**src/rtl/square_blitter.sv**
```systemverilog
// Renders one 30x30 board square (background, optional sprite, optional cursor border)
// into the VGA frame buffer at one pixel per clock, fed by a 1-cycle-latency sprite ROM.
module square_blitter #(
    parameter int unsigned BOARD_X0 = 40,
    parameter int unsigned SQ       = 30,
    parameter int unsigned ROM_AW   = 14
) (
    input  logic              clk,
    input  logic              resetn,
    input  logic              start,
    input  logic [2:0]        square_x,
    input  logic [2:0]        square_y,
    input  logic [3:0]        piece,
    input  logic              highlight,
    output logic [ROM_AW-1:0] rom_addr,
    input  logic [1:0]        rom_data,
    output logic [8:0]        x,
    output logic [7:0]        y,
    output logic              colour,
    output logic              plot,
    output logic              busy,
    output logic              done
);

    localparam int unsigned     CntW    = $clog2(SQ);
    localparam logic [CntW-1:0] LastIdx = CntW'(SQ - 1);

    typedef enum logic [1:0] {StIdle, StDraw, StFlush, StDone} state_e;

    state_e          state_q, state_d;
    logic [CntW-1:0] col_q, col_d, row_q, row_d;
    logic            accept;

    logic [2:0]      sq_x_q, sq_y_q;
    logic [3:0]      piece_q;
    logic            hl_q;

    logic            s1_valid_q;
    logic [CntW-1:0] s1_col_q, s1_row_q;

    logic [8:0]      x_q, x_d;
    logic [7:0]      y_q, y_d;
    logic            colour_q, colour_d;
    logic            plot_q;

    logic            piece_ok;
    logic            bg;
    logic            on_border;
    logic            sprite_hit;
    logic [ROM_AW-1:0] sprite_base;

    always_comb begin
        state_d = state_q;
        col_d   = col_q;
        row_d   = row_q;
        accept  = 1'b0;
        unique case (state_q)
            StIdle: begin
                if (start) begin
                    accept  = 1'b1;
                    col_d   = '0;
                    row_d   = '0;
                    state_d = StDraw;
                end
            end
            StDraw: begin
                if (col_q == LastIdx) begin
                    col_d = '0;
                    if (row_q == LastIdx) begin
                        state_d = StFlush;
                    end else begin
                        row_d = row_q + 1'b1;
                    end
                end else begin
                    col_d = col_q + 1'b1;
                end
            end
            // Wait until the stage-1 pixel of (29,29) has been written out.
            StFlush: begin
                if (!s1_valid_q) begin
                    state_d = StDone;
                end
            end
            StDone:  state_d = StIdle;
            default: state_d = StIdle;
        endcase
    end

    always_comb begin
        piece_ok    = (piece_q != 4'd0) && (piece_q <= 4'd12);
        sprite_base = ROM_AW'(piece_q - 4'd1) * ROM_AW'(SQ * SQ);
        rom_addr    = '0;
        if (state_q == StDraw && piece_ok) begin
            rom_addr = sprite_base + ROM_AW'(row_q) * ROM_AW'(SQ) + ROM_AW'(col_q);
        end
    end

    // rom_data now belongs to the stage-1 pixel; it only matters for real pieces.
    always_comb begin
        bg         = ~(sq_x_q[0] ^ sq_y_q[0]);
        on_border  = hl_q && (s1_row_q == '0 || s1_row_q == LastIdx ||
                              s1_col_q == '0 || s1_col_q == LastIdx);
        sprite_hit = piece_ok && (rom_data == 2'b01 || rom_data == 2'b10);
        x_d        = 9'(BOARD_X0) + 9'(sq_x_q) * 9'(SQ) + 9'(s1_col_q);
        y_d        = 8'(sq_y_q) * 8'(SQ) + 8'(s1_row_q);
        colour_d   = bg;
        if (on_border) begin
            colour_d = ~bg;
        end else if (sprite_hit) begin
            colour_d = rom_data[1];
        end
    end

    always_ff @(posedge clk or negedge resetn) begin
        if (!resetn) begin
            state_q    <= StIdle;
            col_q      <= '0;
            row_q      <= '0;
            sq_x_q     <= '0;
            sq_y_q     <= '0;
            piece_q    <= '0;
            hl_q       <= 1'b0;
            s1_valid_q <= 1'b0;
            s1_col_q   <= '0;
            s1_row_q   <= '0;
            x_q        <= '0;
            y_q        <= '0;
            colour_q   <= 1'b0;
            plot_q     <= 1'b0;
        end else begin
            state_q    <= state_d;
            col_q      <= col_d;
            row_q      <= row_d;
            if (accept) begin
                sq_x_q  <= square_x;
                sq_y_q  <= square_y;
                piece_q <= piece;
                hl_q    <= highlight;
            end
            s1_valid_q <= (state_q == StDraw);
            s1_col_q   <= col_q;
            s1_row_q   <= row_q;
            plot_q     <= s1_valid_q;
            if (s1_valid_q) begin
                x_q      <= x_d;
                y_q      <= y_d;
                colour_q <= colour_d;
            end
        end
    end

    assign x      = x_q;
    assign y      = y_q;
    assign colour = colour_q;
    assign plot   = plot_q;
    assign busy   = (state_q == StDraw) || (state_q == StFlush);
    assign done   = (state_q == StDone);

endmodule

```
**config.mk**
```make
export PLATFORM = sky130hd
export DESIGN_NAME = square_blitter
export DESIGN_NICKNAME = d
export VERILOG_FILES = /design/src/rtl/square_blitter.sv
export SDC_FILE = /design/constraint.sdc
export NUM_CORES = 1
export LEC_CHECK = 0
export CORE_MARGIN = 1.5
export CORE_UTILIZATION = 59
export CTS_BUF_LIST = sky130_fd_sc_hd__clkbuf_4
export CTS_CLUSTER_DIAMETER = 80
export DETAILED_ROUTE_END_ITERATION = 6
export PLACE_DENSITY_LB_ADDON = 0.3
export SYNTH_ARGS = -nofsm -noshare
export SYNTH_HDL_FRONTEND = slang
export SYNTH_SLANG_ARGS = --single-unit
```
**constraint.sdc**
```tcl
create_clock -name clk -period 6.6 [get_ports clk]
set_clock_uncertainty 0.2 [all_clocks]
set_input_delay 0.99 -clock clk [delete_from_list [all_inputs] [get_ports clk]]
set_output_delay 0.99 -clock clk [all_outputs]
set_load 0.03 [all_outputs]
```
==> results.yml, run 1 <==
status:
  outcome: "completed"
synthesis:
  synth_enable_flop_cells: 0
  synth.top_cells.by_area: "sky130_fd_sc_hd__dfrtp_1, sky130_fd_sc_hd__ha_1, sky130_fd_sc_hd__fa_1, sky130_fd_sc_hd__mux2_2, sky130_fd_sc_hd__xnor2_1"
  synth_top_area_share_pct: 28.5
  synthDistinctLibCells: 53
  mappedNetlistArea_mm2: 0.00465
  synthesis.yosys.warnings: 0
  yosys_register_bits: 53
  synth.most_common_cell: "sky130_fd_sc_hd__ha_1"
  synth_sequential_area_ratio_pct: 28.5
  synth.net_count: 570
  postSynthCellCount: 451
  synth_async_sr_flop_share_pct: 100
  ys_dominant_reg_cell: "sky130_fd_sc_hd__dfrtp_1"
  synth_commonest_cells: "sky130_fd_sc_hd__ha_1, sky130_fd_sc_hd__dfrtp_1, sky130_fd_sc_hd__inv_1, sky130_fd_sc_hd__a21oi_1, sky130_fd_sc_hd__fa_1"
  synth_top_area_cell: "sky130_fd_sc_hd__dfrtp_1"
  synth_area_per_cell_um2: 10.3
min_path:
  worstHoldPathType: "flop to flop"
grt:
  first_global_vias: 3596
  largest_net_degree_at_the_start_of_global_routing: 54
  grt_first_pass_wirelength_um: 16100
  gr-usage-all-layers_pct: 23.8
  grt.overflow.total: 0
  grt_antenna_before_repair: 0
critical_path:
  critPathSlowestCell: "sky130_fd_sc_hd__clkdlybuf4s50_1"
  critPathMostFrequentCell: "sky130_fd_sc_hd__fa_1"
  critPathTopFamily: "adder cells"
  crit_path_max_fanout: 6
  worstSetupPathType: "flop to primary output"
  path_cells: "fa_1 > inv_1 > fa_1 > inv_1 > fa_1 > fa_1 > ha_1 > a21o_1 > a2111oi_1 > nor2_1 > nor3_1 > clkdlybuf4s50_1"
  cp_data_arrival_time_ns: 5.19
  critical_path.max_stage_delay_ns: 0.70
  crit_path_start_kind: "flop"
  worstPathRequired_ns: 5.41
  timing.critical_path.to_type: "primary output"
  path_buf_inv: 3
drt:
  drtPass1Iterations: 4
  avgRoutedWirePerCell_um: 15.1
  postRouteAntennaNets: 0
  vias_per_cell: 5.59
  dr.first_iter.drc_count: 127
  drt_wl_total_um: 9190
  vias: 3403
  drc: 0
cts:
  cts_root_buffer: "sky130_fd_sc_hd__clkbuf_4"
  cts_max_path_buffers: 2
  clk-insertion-delay-late_ns: 0.39
  clk_transition_reported_paths_ns: 0.17
  tritoncts: "built"
  hold_bufs_at_cts: 0
  numCtsBuffers: 5
  cts_htree_levels: 2
  clock_sinks: 53
sta:
  finalMaxSlewViolations: 0
  slew_headroom_pct: 45.2
  post-route-period-util_pct: 96.6
  final.hold.worst_slack_ns: 0.302
  max_clock_freq_mhz: 157
  finalSetupViolCount: 0
  min_cycle_time_layout_ns: 6.38
  hold_violations: 0
  tns_ns: 0
  setup_repair_after_global_routing_missed_its_margin: "no"
  transition_time_at_the_pin_with_the_least_slew_margin_ns: 0.822
floorplan:
  chipHeight_um: 91.7
  initial_cell_density_of_the_core_pct: 60.4
  fp.coreArea_mm2: 0.00769
  num_rows: 32
  floorplan.die_area_mm2: 0.00842
  die_boundary_width_um: 91.7
  ioPinCount: 51
pwr:
  p_sw_share_pct: 22.2
  power.leakage_nw: 2.69
  p_seq_share_pct: 60.8
  combPwrFrac_pct: 2.9
  p_clk_share_pct: 36.3
  ir_drop_worst_vdd_mv: 0.0731
  power.density_cell_area_mw_per_mm2: 99.6
  intPower_uw: 416
  switching_power_uw: 119
layout:
  final_layout_size_suffix_gt1_share_pct: 9.07
  antenna_cells_inserted: 0
  area.growth.synth_to_final_pct: 15.5
  utilization_after_layout_pct: 69.8
  nNetsFinal: 625
placement:
  post-dp-hpwl_um: 7420
  placement.io_buffers: 50
  routabilityCongestion: 0.832
job:
  max_cap_viols: 0
==> layout make-up <==
type / count / area, um^2
multi-input cells: 345 / 3120
fillers: 594 / 2320
flip-flops and latches: 53 / 1330
repair buffers: 55 / 531
inverters: 46 / 175
well taps: 102 / 128
clock inverters: 3 / 50.0
clock buffers: 5 / 37.5
==> routing by layer <==
metal | wire length (um) | GRT usage (%) | share of wire [%] | vias to the layer above
met5 | 0 | 0 | 0 | -
met4 | 162 | 7.31 | 1.8 | 0
met3 | 228 | 2.49 | 2.5 | 13
met2 | 4850 | 44.5 | 53 | 63
met1 | 3950 | 28.6 | 43 | 1653
li1 | - | - | - | 1674
==> state kept, by name, summed over array words and instances, names as in the netlist, 2 cells and up <==
register,cells
row_q,5
state_q,2
x,9
y,8
col_q,5
sq_y_q,3
s1_row_q,5
s1_col_q,5
sq_x_q,3
piece_q,4
==> metrics by stage <==
stage / instance area [um^2] / worst slack, ns / cells / power, mW
after detailed placement: 5250 / 0.202 / 599 / 0.347
after floorplan: 4650 / 0.640 / 451 / 0.331
after global routing: 5370 / 0.00425 / 609 / 0.550
after global placement: 5250 / 0.348 / 599 / 0.347
final: 5370 / 0.225 / 609 / 0.535
after CTS: 5340 / 0.00818 / 607 / 0.538
==> cells by family (layout without fill, tap and decap cells) <==
kind of cell             Yosys count  in the layout  synth area share [%]
adder cells (fa/ha/maj)          103            103                  31.5
AO/OA/AOI/OAI                     99             99                  13.5
AND/OR/NAND/NOR                   86             86                  9.48
flip-flops                        53             53                  28.5
buffers and inverters             53            109                  4.58
XOR/XNOR                          33             33                  6.68
multiplexers                      24             24                  5.74
==> path summary, 6_finish.rpt <==
check / from / endpoint / slack, ns / cells after the start
setup reg to reg: sq_x_q[0]$_DFFE_PN0P_ / x[6]$_DFFE_PN0P_ / 3.14 / 9
min in group asynchronous: resetn / x[8]$_DFFE_PN0P_ / 0.49 / 2
hold reg to reg: y[7]$_DFFE_PN0P_ / y[7]$_DFFE_PN0P_ / 0.30 / 2
max in group asynchronous: resetn / row_q[0]$_DFFE_PN0P_ / 5.25 / 2
hold / removal: y[7]$_DFFE_PN0P_ / y[7]$_DFFE_PN0P_ / 0.30 / 2
setup / recovery: row_q[1]$_DFFE_PN0P_ / rom_addr[8] / 0.22 / 12
==> placed cells by master, fill, tap and decap left out, types with 3 or more instances in the layout <==
cell                              count
sky130_fd_sc_hd__dlymetal6s2s_1       3
sky130_fd_sc_hd__and2_1               5
sky130_fd_sc_hd__a21o_1              20
sky130_fd_sc_hd__or4_1                3
sky130_fd_sc_hd__clkbuf_4             5
sky130_fd_sc_hd__nand3_1              9
sky130_fd_sc_hd__fa_1                23
sky130_fd_sc_hd__o21ai_0             18
sky130_fd_sc_hd__nand4_1              6
sky130_fd_sc_hd__a21oi_1             29
sky130_fd_sc_hd__mux2_2              21
sky130_fd_sc_hd__nand2_1             19
sky130_fd_sc_hd__dfrtp_1             52
sky130_fd_sc_hd__xor2_1              10
sky130_fd_sc_hd__mux2i_1              3
sky130_fd_sc_hd__or3_1                4
sky130_fd_sc_hd__nor2_1              20
sky130_fd_sc_hd__nand2b_1             9
sky130_fd_sc_hd__buf_4                5
sky130_fd_sc_hd__clkdlybuf4s50_1     44
sky130_fd_sc_hd__ha_1                80
sky130_fd_sc_hd__inv_1               44
sky130_fd_sc_hd__o31ai_1              6
sky130_fd_sc_hd__xnor2_1             20
==> worst min-delay path: cells and delay by family (launching register included) <==
| family | cells | cell delay (ns) |
|---|---|---|
| flip-flops | 1 | 0.38 |
| AND/OR/NAND/NOR | 2 | 0.10 |
==> power groups by stage <==
stage | combinational [mW] | sequential [mW] | clock, mW
2_1_floorplan | 0.000177 | 0.331 | 0
3_3_place_gp | 0.0160 | 0.331 | 0
3_5_place_dp | 0.0162 | 0.331 | 0
4_1_cts | 0.0163 | 0.325 | 0.197
5_1_grt | 0.0175 | 0.325 | 0.208
6_report | 0.0156 | 0.325 | 0.194
==> what timing repair did <==
action                                  in CTS  in global routing
buffers inserted                             0                  2
resized for setup                            3                 12
endpoints found under the setup margin       4                  6
cloned                                       0                  0
pin swaps                                    0                  0
(Power assumes the default switching activity.)
==> inputs of run 2 (changes only) <==
- ABC_CLOCK_PERIOD_IN_PS: default -> 6600
==> results of run 2 <==
Final layout, timing and power as in run 1 (identical DEF).
